`src/rtl/writeback_buffer.sv`:
```
`default_nettype none
// ============================================================================
// Module   : writeback_buffer
// Purpose  : Line write-back FIFO between dcache and Data_Memory; forwards
//            buffered lines to read misses and drains to memory in background.
// Revision : 1.0  initial release
// ============================================================================
module writeback_buffer #(
  parameter int DEPTH    = 2,
  parameter int ADDR_W   = 32,
  parameter int LINE_W   = 256,
  parameter int OFFSET_W = 5
) (
  input  logic              clk_i,
  input  logic              rst_i,
  input  logic [ADDR_W-1:0] cache_addr_i,
  input  logic [LINE_W-1:0] cache_data_i,
  input  logic              cache_enable_i,
  input  logic              cache_write_i,
  output logic              cache_ack_o,
  output logic [LINE_W-1:0] cache_data_o,
  output logic [ADDR_W-1:0] mem_addr_o,
  output logic [LINE_W-1:0] mem_data_o,
  output logic              mem_enable_o,
  output logic              mem_write_o,
  input  logic              mem_ack_i,
  input  logic [LINE_W-1:0] mem_data_i,
  output logic              empty_o
);

  localparam int c_ptr_w   = (DEPTH > 1) ? $clog2(DEPTH) : 1;
  localparam int c_cnt_w   = $clog2(DEPTH) + 1;
  localparam int c_laddr_w = ADDR_W - OFFSET_W;

  typedef enum logic [1:0] {C_IDLE = 2'd0, C_RD = 2'd1, C_ACK = 2'd2} cache_state_t;
  typedef enum logic [1:0] {M_IDLE = 2'd0, M_RD = 2'd1, M_WR = 2'd2} mem_state_t;

  cache_state_t r_c_state, w_c_next;
  mem_state_t   r_m_state, w_m_next;

  logic [c_laddr_w-1:0] r_addr [DEPTH];
  logic [LINE_W-1:0]    r_data [DEPTH];
  logic [DEPTH-1:0]     r_valid;
  logic [c_ptr_w-1:0]   r_wr_ptr;
  logic [c_ptr_w-1:0]   r_rd_ptr;
  logic [c_cnt_w-1:0]   r_count;

  logic [LINE_W-1:0]    r_cache_data;
  logic [ADDR_W-1:0]    r_mem_addr;
  logic [LINE_W-1:0]    r_mem_data;
  logic                 r_mem_enable;
  logic                 r_mem_write;

  logic [c_laddr_w-1:0] w_req_line;
  logic                 w_full;
  logic                 w_hit;
  logic                 w_push;
  logic                 w_pop;
  logic                 w_fwd;
  logic                 w_rd_done;
  logic [c_ptr_w-1:0]   w_hit_idx;
  logic [c_ptr_w-1:0]   w_scan_idx;
  logic                 w_unused_offset;

  function automatic logic [c_ptr_w-1:0] ptr_inc(input logic [c_ptr_w-1:0] p);
    return (p == c_ptr_w'(DEPTH - 1)) ? '0 : p + c_ptr_w'(1);
  endfunction

  assign w_req_line      = cache_addr_i[ADDR_W-1:OFFSET_W];
  assign w_unused_offset = ^cache_addr_i[OFFSET_W-1:0];
  assign w_full          = (r_count == c_cnt_w'(DEPTH));
  assign w_pop           = (r_m_state == M_WR) && mem_ack_i;
  assign w_rd_done       = (r_m_state == M_RD) && mem_ack_i;

  assign cache_ack_o  = (r_c_state == C_ACK);
  assign cache_data_o = r_cache_data;
  assign mem_addr_o   = r_mem_addr;
  assign mem_data_o   = r_mem_data;
  assign mem_enable_o = r_mem_enable;
  assign mem_write_o  = r_mem_write;
  assign empty_o      = (r_count == '0) && (r_m_state == M_IDLE);

  // Scan oldest to youngest so the last match kept is the youngest copy.
  always_comb begin
    w_hit      = 1'b0;
    w_hit_idx  = '0;
    w_scan_idx = '0;
    for (int k = 0; k < DEPTH; k++) begin
      w_scan_idx = c_ptr_w'((int'(r_rd_ptr) + k) % DEPTH);
      if (r_valid[w_scan_idx] && (r_addr[w_scan_idx] == w_req_line)) begin
        w_hit     = 1'b1;
        w_hit_idx = w_scan_idx;
      end
    end
  end

  always_comb begin
    w_c_next = r_c_state;
    w_push   = 1'b0;
    w_fwd    = 1'b0;
    case (r_c_state)
      C_IDLE: begin
        if (cache_enable_i) begin
          if (cache_write_i) begin
            if (!w_full) begin
              w_push   = 1'b1;
              w_c_next = C_ACK;
            end
          end else if (w_hit) begin
            w_fwd    = 1'b1;
            w_c_next = C_ACK;
          end else begin
            w_c_next = C_RD;
          end
        end
      end
      C_RD:    if (w_rd_done) w_c_next = C_ACK;
      C_ACK:   w_c_next = C_IDLE;
      default: w_c_next = C_IDLE;
    endcase
  end

  // A waiting read miss wins over a drain whenever memory is free.
  always_comb begin
    w_m_next = r_m_state;
    case (r_m_state)
      M_IDLE: begin
        if (r_c_state == C_RD)  w_m_next = M_RD;
        else if (r_count != '0) w_m_next = M_WR;
      end
      M_RD, M_WR: if (mem_ack_i) w_m_next = M_IDLE;
      default:    w_m_next = M_IDLE;
    endcase
  end

  always_ff @(posedge clk_i or posedge rst_i) begin
    if (rst_i) begin
      r_c_state <= C_IDLE;
      r_m_state <= M_IDLE;
    end else begin
      r_c_state <= w_c_next;
      r_m_state <= w_m_next;
    end
  end

  always_ff @(posedge clk_i) begin
    if (w_push) begin
      r_addr[r_wr_ptr] <= w_req_line;
      r_data[r_wr_ptr] <= cache_data_i;
    end
  end

  always_ff @(posedge clk_i or posedge rst_i) begin
    if (rst_i) begin
      r_wr_ptr <= '0;
      r_rd_ptr <= '0;
      r_count  <= '0;
      r_valid  <= '0;
    end else begin
      if (w_push) begin
        r_wr_ptr           <= ptr_inc(r_wr_ptr);
        r_valid[r_wr_ptr]  <= 1'b1;
      end
      if (w_pop) begin
        r_rd_ptr           <= ptr_inc(r_rd_ptr);
        r_valid[r_rd_ptr]  <= 1'b0;
      end
      case ({w_push, w_pop})
        2'b10:   r_count <= r_count + c_cnt_w'(1);
        2'b01:   r_count <= r_count - c_cnt_w'(1);
        default: r_count <= r_count;
      endcase
    end
  end

  always_ff @(posedge clk_i or posedge rst_i) begin
    if (rst_i) begin
      r_mem_addr   <= '0;
      r_mem_data   <= '0;
      r_mem_enable <= 1'b0;
      r_mem_write  <= 1'b0;
    end else if (r_m_state == M_IDLE) begin
      if (w_m_next == M_RD) begin
        r_mem_addr   <= {w_req_line, {OFFSET_W{1'b0}}};
        r_mem_data   <= '0;
        r_mem_enable <= 1'b1;
        r_mem_write  <= 1'b0;
      end else if (w_m_next == M_WR) begin
        r_mem_addr   <= {r_addr[r_rd_ptr], {OFFSET_W{1'b0}}};
        r_mem_data   <= r_data[r_rd_ptr];
        r_mem_enable <= 1'b1;
        r_mem_write  <= 1'b1;
      end
    end else if (mem_ack_i) begin
      r_mem_addr   <= '0;
      r_mem_data   <= '0;
      r_mem_enable <= 1'b0;
      r_mem_write  <= 1'b0;
    end
  end

  always_ff @(posedge clk_i or posedge rst_i) begin
    if (rst_i) begin
      r_cache_data <= '0;
    end else if (w_fwd) begin
      r_cache_data <= r_data[w_hit_idx];
    end else if (w_rd_done) begin
      r_cache_data <= mem_data_i;
    end
  end

endmodule
`default_nettype wire

```
`config.mk`:
```
export PLATFORM = sky130hd
export DESIGN_NAME = writeback_buffer
export DESIGN_NICKNAME = d
export VERILOG_FILES = /design/src/rtl/writeback_buffer.sv
export SDC_FILE = /design/constraint.sdc
export NUM_CORES = 2
export LEC_CHECK = 0
export CAP_MARGIN = 20
export CORE_AREA = 5 5 421 423
export CTS_BUF_LIST = sky130_fd_sc_hd__clkbuf_4
export DETAILED_ROUTE_END_ITERATION = 8
export DIE_AREA = 0 0 426 428
export PLACE_DENSITY_LB_ADDON = 0.08
export SETUP_SLACK_MARGIN = 0.05
export SYNTH_ARGS = -nofsm -noshare
export SYNTH_HDL_FRONTEND = slang
export SYNTH_SLANG_ARGS = --single-unit
```
`constraint.sdc`:
```
create_clock -name clk_i -period 50.7 [get_ports clk_i]
set_input_delay 12.675 -clock clk_i [delete_from_list [all_inputs] [get_ports clk_i]]
set_output_delay 12.675 -clock clk_i [all_outputs]
set_load 0.03 [all_outputs]
```
==> results by group <==
Routing
  • Final WL: 231 mm
  • Remaining antenna violation count: 0
  • TritonRoute pass-1 iters: 7
  • Vias: 43.0k
  • Initial DRC Count: 2555
  • DR vias/cell: 5.30
  • # DRC: 0
  • WL per Instance: 28.5 um

Finish
  • Final Cell Area: 0.0725 mm2
  • Syn-to-layout area delta: 31.5%
  • Commonest cells after routing, fill and taps aside: clkdlybuf4s50_1 (1086), edfxtp_1 (566), mux2i_1 (565)
  • Area of the multi-input gates: 0.0226 mm2
  • # fillers: 16.7k
  • Core Util, Final: 41.9%
  • Storage cell area: 0.0308 mm2
  • Most common cell after layout, fill and taps aside: clkdlybuf4s50_1
  • Fin nets: 6013
  • Layout cells sized above 1: 15.8%

Floorplan
  • Core area: 0.173 mm2
  • Die width: 426 um
  • Boundary Pins: 1097
  • Full die area: 0.182 mm2
  • Cell row count: 153
  • Starting Density: 31.9%
  • DIE HEIGHT: 428 um

Worst setup path
  • Critical path class: flop to primary output
  • Max FO, Critical Path: 9
  • Worst Path Required: 38.03 ns
  • Crit end category: primary output
  • Startpoint Class: flop
  • Critical Path AT: 3.47 ns

Global route
  • GR peak layer: met2
  • GR Util met1: 29.0%
  • Gr ovfl total: 0
  • First-pass GRT wire length: 327 mm
  • Initial antenna violation count: 104
  • Routing usage on met2: 40.6%
  • M3 GR Usage: 6.74%
  • Largest net degree at the start of global routing: 188
  • Tot GR Track Use: 24.4%
  • Number of global-route vias before repair: 43.4k

Clock tree
  • Resize count post-CTS: 0
  • Clk Tree Root Cell: clkbuf_4
  • Clk_lat worst skew: 1.34 ns
  • # Post-CTS Setup Buffers: 0
  • CTS tree: built
  • Clock edge transition at the registers on the reported setup and hold paths: 0.06 ns
  • CTS H-tree lvls: 5
  • Max Buffers Root-to-Sink: 4
  • Hold-fix buffer count after cts: 0
  • Clock sinks: 1117
  • Num CTS Buffers: 347

Flow run
  • Max Cap Viol: 0

Power
  • PwrDens: 58.3 mW/mm2
  • LEAKAGE: 27.8 nW
  • Peak VDD IR: 119 uV

STA
  • Worst-Margin Slew: 1.25 ns
  • Unrepaired setup endpoints after global routing: false
  • Final setup viols: 0
  • Minimum clock period: 16.15 ns
  • Max-Slew Margin vs Limit: 16.5%
  • Period utilization: 31.8%
  • Slew Viols, Final: 0
  • Clk_skew: 0.0760 ns
  • FMAX: 0.0619 GHz
  • Setup TNS: 0 ns
  • Fin. Hold Viols: 0

Worst hold path
  • Tightest Hold Check Type: flop to flop

Logic synthesis
  • Mapped cell area: 0.0552 mm2
  • Syn Area/Cell: 12.5 um2
  • Synth Flop Type: edfxtp_1
  • Synthesized flop and latch total: 1117
  • Synth cell types: 47
  • Sequential-to-total area share from yosys stat: 55.8%
  • Ys Warns: 0
  • Asr flop ratio synth: 49.3%
  • Post-synth EDFFs: 566
  • Post-Synthesis Cells: 4401

Placement
  • HPWL Detailed: 140 mm
  • RD Place Congestion: 0.813
  • Port bufs: 1086
  • Placed cell area: 0.0679 mm2

Outcome
  • Outcome: complete, no violations
-- path summary, 6_finish.rpt --
path / startpoint / to / slack, ns / depth (start not counted)
max reg2reg: r_rd_ptr / cache_data_o[28] / 44.04 / 11
min reg2reg: mem_data_o[153] / mem_data_o[153] / 0.48 / 1
min in group asynchronous: rst_i / mem_data_o[204] / 11.89 / 2
max in group asynchronous: rst_i / cache_data_o[133] / 35.84 / 5
max: r_m_state[1] / empty_o / 34.56 / 4
min: mem_data_o[153] / mem_data_o[153] / 0.48 / 1
-- kinds of logic (layout without fill, tap and decap cells) --
group,Yosys count,count (layout),share of synthesized area [%]
simple gates,586,586,6.49
compound gates,1352,1352,17.8
fa+ha+maj,5,5,0.113
xor+xnor,62,62,0.985
other cells,1,69,0.00680
mux,821,821,15.5
flops,1117,1117,55.8
buf+inv,457,1781,3.35
-- cells in the mapped netlist, drive strengths merged, types with 2 or more instances --
| cell type | instances | area share, % |
|---|---|---|
| nor4 | 8 | 0.12 |
| nand2 | 6 | 0.041 |
| nor2b | 4 | 0.045 |
| mux2 | 256 | 5.2 |
| xnor2 | 44 | 0.70 |
| nor3 | 3 | 0.027 |
| inv | 7 | 0.048 |
| dfrtp | 551 | 25 |
| o2bb2ai | 283 | 4.5 |
| xor2 | 18 | 0.29 |
| nand3 | 4 | 0.036 |
| nand4 | 5 | 0.057 |
| clkbuf | 358 | 2.4 |
| nand2b | 514 | 5.8 |
| a21oi | 287 | 2.6 |
| a41o | 256 | 4.6 |
| edfxtp | 566 | 31 |
| mux2i | 565 | 10 |
| o21ai | 259 | 2.4 |
| buf | 92 | 0.86 |
| nor2 | 33 | 0.22 |
| and2 | 2 | 0.023 |
| o31ai | 256 | 3.5 |
| ha | 5 | 0.11 |
| nand3b | 2 | 0.027 |
-- through the flow --
stage	std cells	worst slack, ns	hold slack, ns	power [mW]
finish	8118	34.56	0.481	4.23
global route	8105	34.22	0.494	4.47
CTS	8054	34.24	0.488	4.29
global placement	7434	33.51	0.469	3.33
floorplan	4405	22.62	0.459	2.57
detailed placement	7435	33.52	0.472	3.33
-- cell type report --
class                      count  share of cell area (%)
clock inverter                67                   0.431
clock buffer                 552                    5.71
antenna                       64                   0.221
inverter                       7                  0.0466
multi-input combinational   2831                    31.2
sequential                  1117                    42.4
tap                         2325                    4.01
timing repair buffer        1155                    15.9
-- sequential cells by signal, summed over array words and instances, names as in the netlist, 2 cells and up --
register	cells
mem_addr_o	27
r_c_state	2
r_valid	2
r_data	512
mem_data_o	256
r_count	2
cache_data_o	256
r_m_state	2
r_addr	54
-- power by group --
group          switching, mW  internal [mW]  total [mW]
registers              0.135           1.18        1.32
logic                   1.21          0.781        1.99
clock network          0.426          0.500       0.926
-- per-layer routing --
| metal | wire, um | vias up |
|---|---|---|
| met5 | 189 | - |
| met3 | 15200 | 479 |
| met1 | 92000 | 21700 |
| met4 | 10400 | 28 |
| met2 | 114000 | 1485 |
| li1 | - | 19300 |
-- critical path, cell delays in order, from the launching register on --
cell,delay [ns]
dfrtp_1,0.41
inv_1,0.11
ha_1,0.40
nor3b_1,0.34
clkdlybuf4s50_1,0.90
(Power assumes the default switching activity.)
